==> src/rtl/rw_transfer_unit.sv <==
// Block-copy datapath fed by the Read/Write strobe sequencer.
// Read captures a source word, Write commits it to the destination.
module rw_transfer_unit #(
    parameter int DATA_W = 8,
    parameter int ADDR_W = 4
) (
    input  logic              clk,
    input  logic              rst,
    input  logic              start,
    input  logic [ADDR_W:0]   len,
    input  logic [ADDR_W-1:0] src_base,
    input  logic [ADDR_W-1:0] dst_base,
    input  logic              Read,
    input  logic              Write,
    input  logic [DATA_W-1:0] src_data,
    input  logic              dst_ready,
    output logic [ADDR_W-1:0] src_addr,
    output logic              dst_we,
    output logic [ADDR_W-1:0] dst_addr,
    output logic [DATA_W-1:0] dst_data,
    output logic              Slowrun,
    output logic              busy,
    output logic              done,
    output logic [ADDR_W:0]   count,
    output logic              err
);

    typedef enum logic [1:0] {
        IDLE,
        ACTIVE,
        DONE
    } state_t;

    localparam logic [ADDR_W-1:0] PTR_ONE = {{(ADDR_W-1){1'b0}}, 1'b1};
    localparam logic [ADDR_W:0]   CNT_ONE = {{ADDR_W{1'b0}}, 1'b1};

    state_t state, state_nxt;

    logic [ADDR_W-1:0] src_ptr;
    logic [ADDR_W-1:0] dst_ptr;
    logic [DATA_W-1:0] hold;
    logic [ADDR_W:0]   remaining;
    logic              hold_valid;

    logic act;
    logic rd_ok;
    logic wr_ok;
    logic underrun;
    logic collide;
    logic accept;

    // Classify the strobes seen this cycle; only ACTIVE reacts to them.
    always_comb begin
        act      = (state == ACTIVE);
        accept   = (state == IDLE) && start;
        rd_ok    = act && Read && !Write;
        wr_ok    = act && Write && !Read && hold_valid;
        underrun = act && Write && !Read && !hold_valid;
        collide  = act && Read && Write;
    end

    // State register.
    always_ff @(posedge clk) begin
        if (rst) begin
            state <= IDLE;
        end else begin
            state <= state_nxt;
        end
    end

    // Next-state: empty blocks go straight to DONE; last write ends a block.
    always_comb begin
        state_nxt = state;
        unique case (state)
            IDLE: begin
                if (start) begin
                    state_nxt = (len == '0) ? DONE : ACTIVE;
                end
            end
            ACTIVE: begin
                if (wr_ok && remaining == CNT_ONE) begin
                    state_nxt = DONE;
                end
            end
            DONE: begin
                state_nxt = IDLE;
            end
            default: begin
                state_nxt = IDLE;
            end
        endcase
    end

    // Pointers, holding register, counters and the sticky error flag.
    always_ff @(posedge clk) begin
        if (rst) begin
            src_ptr    <= '0;
            dst_ptr    <= '0;
            hold       <= '0;
            count      <= '0;
            remaining  <= '0;
            hold_valid <= 1'b0;
            err        <= 1'b0;
        end else if (accept) begin
            src_ptr    <= src_base;
            dst_ptr    <= dst_base;
            remaining  <= len;
            count      <= '0;
            hold_valid <= 1'b0;
            err        <= 1'b0;
        end else begin
            if (rd_ok) begin
                hold       <= src_data;
                hold_valid <= 1'b1;
                src_ptr    <= src_ptr + PTR_ONE;
                if (hold_valid) begin
                    err <= 1'b1;
                end
            end
            if (wr_ok) begin
                dst_ptr    <= dst_ptr + PTR_ONE;
                count      <= count + CNT_ONE;
                remaining  <= remaining - CNT_ONE;
                hold_valid <= 1'b0;
            end
            if (underrun || collide) begin
                err <= 1'b1;
            end
        end
    end

    // Outputs; the write enable is masked by reset so a mid-block reset
    // can never leak a store.
    always_comb begin
        src_addr = src_ptr;
        dst_addr = dst_ptr;
        dst_data = hold;
        dst_we   = wr_ok && !rst;
        Slowrun  = act && !dst_ready;
        busy     = act;
        done     = (state == DONE);
    end

endmodule
==> config.mk <==
export PLATFORM = sky130hd
export DESIGN_NAME = rw_transfer_unit
export DESIGN_NICKNAME = d
export VERILOG_FILES = /design/src/rtl/rw_transfer_unit.sv
export SDC_FILE = /design/constraint.sdc
export NUM_CORES = 1
export LEC_CHECK = 0
export CAP_MARGIN = 10
export CORE_MARGIN = 1.5
export CORE_UTILIZATION = 40
export CTS_CLUSTER_DIAMETER = 120
export DETAILED_ROUTE_END_ITERATION = 10
export DONT_BUFFER_PORTS = 1
export PLACE_DENSITY = 0.63
export SETUP_SLACK_MARGIN = 0.4
export SYNTH_ARGS = -nofsm -noshare
export SYNTH_HDL_FRONTEND = slang
export SYNTH_SLANG_ARGS = --single-unit
==> constraint.sdc <==
create_clock -name clk -period 2.3 [get_ports clk]
set_clock_uncertainty 0.2 [all_clocks]
set_input_delay 0.115 -clock clk [delete_from_list [all_inputs] [get_ports clk]]
set_output_delay 0.115 -clock clk [all_outputs]
set_load 0.01 [all_outputs]
==> summary.txt <==
Placement
  • PortBufs: 0
  • Place WS: between 0.4 and 0.5 ns
  • HPWL after detailed placement: 2400 microns
  • Placer Congestion: 0.841

Worst hold path
  • Hold path startpoint: start
  • Hold Path End: src_addr[0]
  • Hold depth: 4
  • Worst Hold Class: in -> reg

Synth
  • Asr flop ratio synth: 0%
  • Number of synthesized register bits: 30
  • Cells after Synth: 174
  • Number of flops mapped to enable cells by yosys: 0
  • Synth cell types: 39
  • Post-Syn Nets: just over 200
  • Sequential-to-total area share from yosys stat: a little over two fifths
  • Post-synth top flop: dfxtp_1
  • Synthesized area: 1410 sq um
  • Average cell area after synthesis: between 8 and 9 sq um
  • YS warnings: 0

Setup path
  • Crit. End Element: output pin
  • WS Path Type: reg -> out
  • Worst r2r path cells: 5
  • FF-to-FF End: dst_addr[1]
  • Critical R2R Launch: state[0]
  • Worst path arrival time: 1.49 ns
  • FF-to-FF setup slack: 0.50 ns
  • Req. time, crit path: 1.99 ns
  • Critical path startpoint category: register
  • Critical-path maximum fanout: 8

Global routing
  • Initial antenna violation count: 0
  • First-pass GRT wire length: roughly 6000 microns
  • Vias in the first global route: roughly 1300
  • GRT Util Overall: 19.6%
  • Pin count of the biggest net entering global routing: 25
  • Grt ovf: 0

CTS
  • Clock Latency Late Sink: 0.32 ns
  • Post-CTS setup buffers: 0
  • Clock transition at the registers of the reported paths: around 0.10 ns
  • CTS Sinks: 30
  • CTS tree: built
  • Htree depth: 2
  • Clk buf depth: 2
  • Clk root buf: clkbuf_4
  • Cts bufs inserted: 5

STA
  • Pins over their slew limit: 0
  • Final period util: ~79%
  • Fmax: approximately 550 MHz
  • Hold Violations, Final: 0
  • Slew @ Worst Pin: 0.871 ns
  • RSZ-0062 raised after global routing: yes
  • TNS Setup: 0 ns
  • Setup slack after layout: between 0.4 and 0.5 ns
  • Relative slew slack: 41.8%
  • Tmin final: 1.81 ns
  • Setup Viol. Count Final: 0

Die
  • Die Y: 62.3 microns
  • DIE WIDTH: 62.3 microns
  • Full die area: 3890 sq um
  • # IOs: 53
  • Starting Density: between 40% and 50%
  • FP Rows: 21
  • Core area: 3360 sq um

Pwr
  • Sw frac: between 20% and 30%
  • Combinational share of power: 13.5%
  • Max VDD drop: 324 uV
  • Flop pwr share: 54.5%
  • Pint: 0.000757 W
  • Pleak: 0.617 nW
  • Clock power frac: between 30% and 40%
  • Power density over the cells: 598 nW/um^2
  • Switch Pwr: just under 0.0003 W

Route
  • Drt pass-1 iters: 4
  • Vias post-DR: 1326
  • Initial DRC Count: 55
  • Remaining DRCs: 0
  • Vias per cell: 5.39
  • DRT antenna net count: 0
  • WL/cell: about 15 microns
  • Post-detailed-routing wire length: 3660 microns

Layout
  • Syn-to-layout area delta: 25.1%
  • Share of cells above drive strength 1: around 9%
  • # nets final: roughly 230
  • # diodes: 0
  • Fillers: 350
  • Register area: 601 sq um
  • Area of the multi-input gates: 752 sq um

Flow run
  • Max-Cap Viols: 0

Run status
  • Status: complete, no violations
## per-layer routing
layer  vias up  track usage (%)  wire length, microns
li1        657                -                     -
met1       612             23.6                  1540
met2        55             32.3                  1810
met3         2             7.25                   286
met4         0             6.67                    19
met5         -                0                     0
## worst max path at each step
| stage | startpoint | endpoint | slack (ns) | cells past startpoint |
|---|---|---|---|---|
| floorplan | state[0] | remaining[4] | 0.75 | 6 |
| global placement | state[1] | dst_addr[2] | 0.54 | 5 |
| detailed placement | state[1] | remaining[3] | 0.42 | 5 |
| CTS | state[0] | dst_addr[1] | 0.43 | 5 |
| global route | state[0] | dst_we | 0.40 | 4 |
| finish | state[0] | dst_we | 0.49 | 4 |
## critical path, stage by stage, from the launching register on
cell      delay, ns
dfxtp_1        0.48
nand2b_2       0.20
inv_4          0.15
nand2_2        0.13
nor2_1         0.21
## stage by stage
step / hold WS, ns / power [W] / area (sq um) / std cells / util [%]
after global routing: 0.0583 / 0.00111 / 1760 / 246 / 52.4
after detailed placement: -0.00988 / 0.000680 / 1430 / 212 / 42.5
final: 0.0743 / 0.00105 / 1760 / 246 / 52.4
after global placement: -0.0133 / 0.000675 / 1430 / 212 / 42.5
after CTS: 0.0518 / 0.00106 / 1760 / 246 / 52.2
after floorplan: 0.0510 / 0.000664 / 1410 / 174 / -
## registers in the layout (all words and copies together) (netlist names)
name        cells
state           2
dst_data        8
remaining       5
err             1
count           5
dst_addr        4
src_addr        4
hold_valid      1
## cell families after synthesis
kind of cell / share of synthesized area (%)
buffers and inverters: 4.62
AO/OA/AOI/OAI: 18.6
XOR/XNOR: 3.11
adder cells (fa/ha/maj): 4.44
flip-flops: 42.6
AND/OR/NAND/NOR: 25.8
multiplexers: 0.799
## synthesized netlist by cell type, drive strengths merged (2+ instances only)
cell / count / area share, %
inv: 5 / 1.5
a22oi: 2 / 1.1
clkbuf: 5 / 1.3
xor2: 2 / 1.2
nor2: 15 / 4.2
ha: 5 / 4.4
and2: 2 / 0.89
dfxtp: 30 / 43
nand3: 5 / 1.8
a32oi: 2 / 1.2
a2bb2oi: 3 / 1.9
a31oi: 2 / 0.89
xnor2: 3 / 1.9
a211oi: 2 / 1.1
nor4b: 2 / 1.2
buf: 4 / 1.8
nand2: 32 / 8.7
nor3: 7 / 2.5
a21oi: 23 / 8.2
o21ai: 7 / 2.5
a311oi: 2 / 1.2
## placed cells by master (no fill, tap or decap), types with 3 or more instances in the layout
cell           netlist  layout
clkbuf_4             0       5
nand2_1             31      30
o21ai_0              7       7
dfxtp_1             30      30
xnor2_1              3       3
nand3_1              5       5
ha_1                 5       5
nor2_1              14      14
dlygate4sd3_1        0      26
inv_1                4       4
a2bb2oi_1            3       3
a21oi_1             23      22
nor3_1               7       7
## layout make-up
type	count	area share [%]
Sequential cell	30	34.1
Tap cell	46	3.26
Clock buffer	6	2.91
Multi-Input combinational cell	130	42.7
Timing Repair Buffer	27	15.2
Clock inverter	2	0.710
Inverter	5	1.21
## repair_timing
item,4_1_cts,5_1_grt
hold buffers,26,0
endpoints found under the hold margin,30,0
setup endpoints to repair,2,3
gates resized for setup,1,2
gates cloned,0,0
## power groups by stage
stage          Combinational [W]  Clock, W  Sequential, W
2_1_floorplan          0.0000857         0       0.000579
3_3_place_gp           0.0000909         0       0.000584
3_5_place_dp           0.0000942         0       0.000586
4_1_cts                 0.000138  0.000351       0.000574
5_1_grt                 0.000156  0.000379       0.000578
6_report                0.000142  0.000338       0.000574
(Power assumes the default switching activity.)
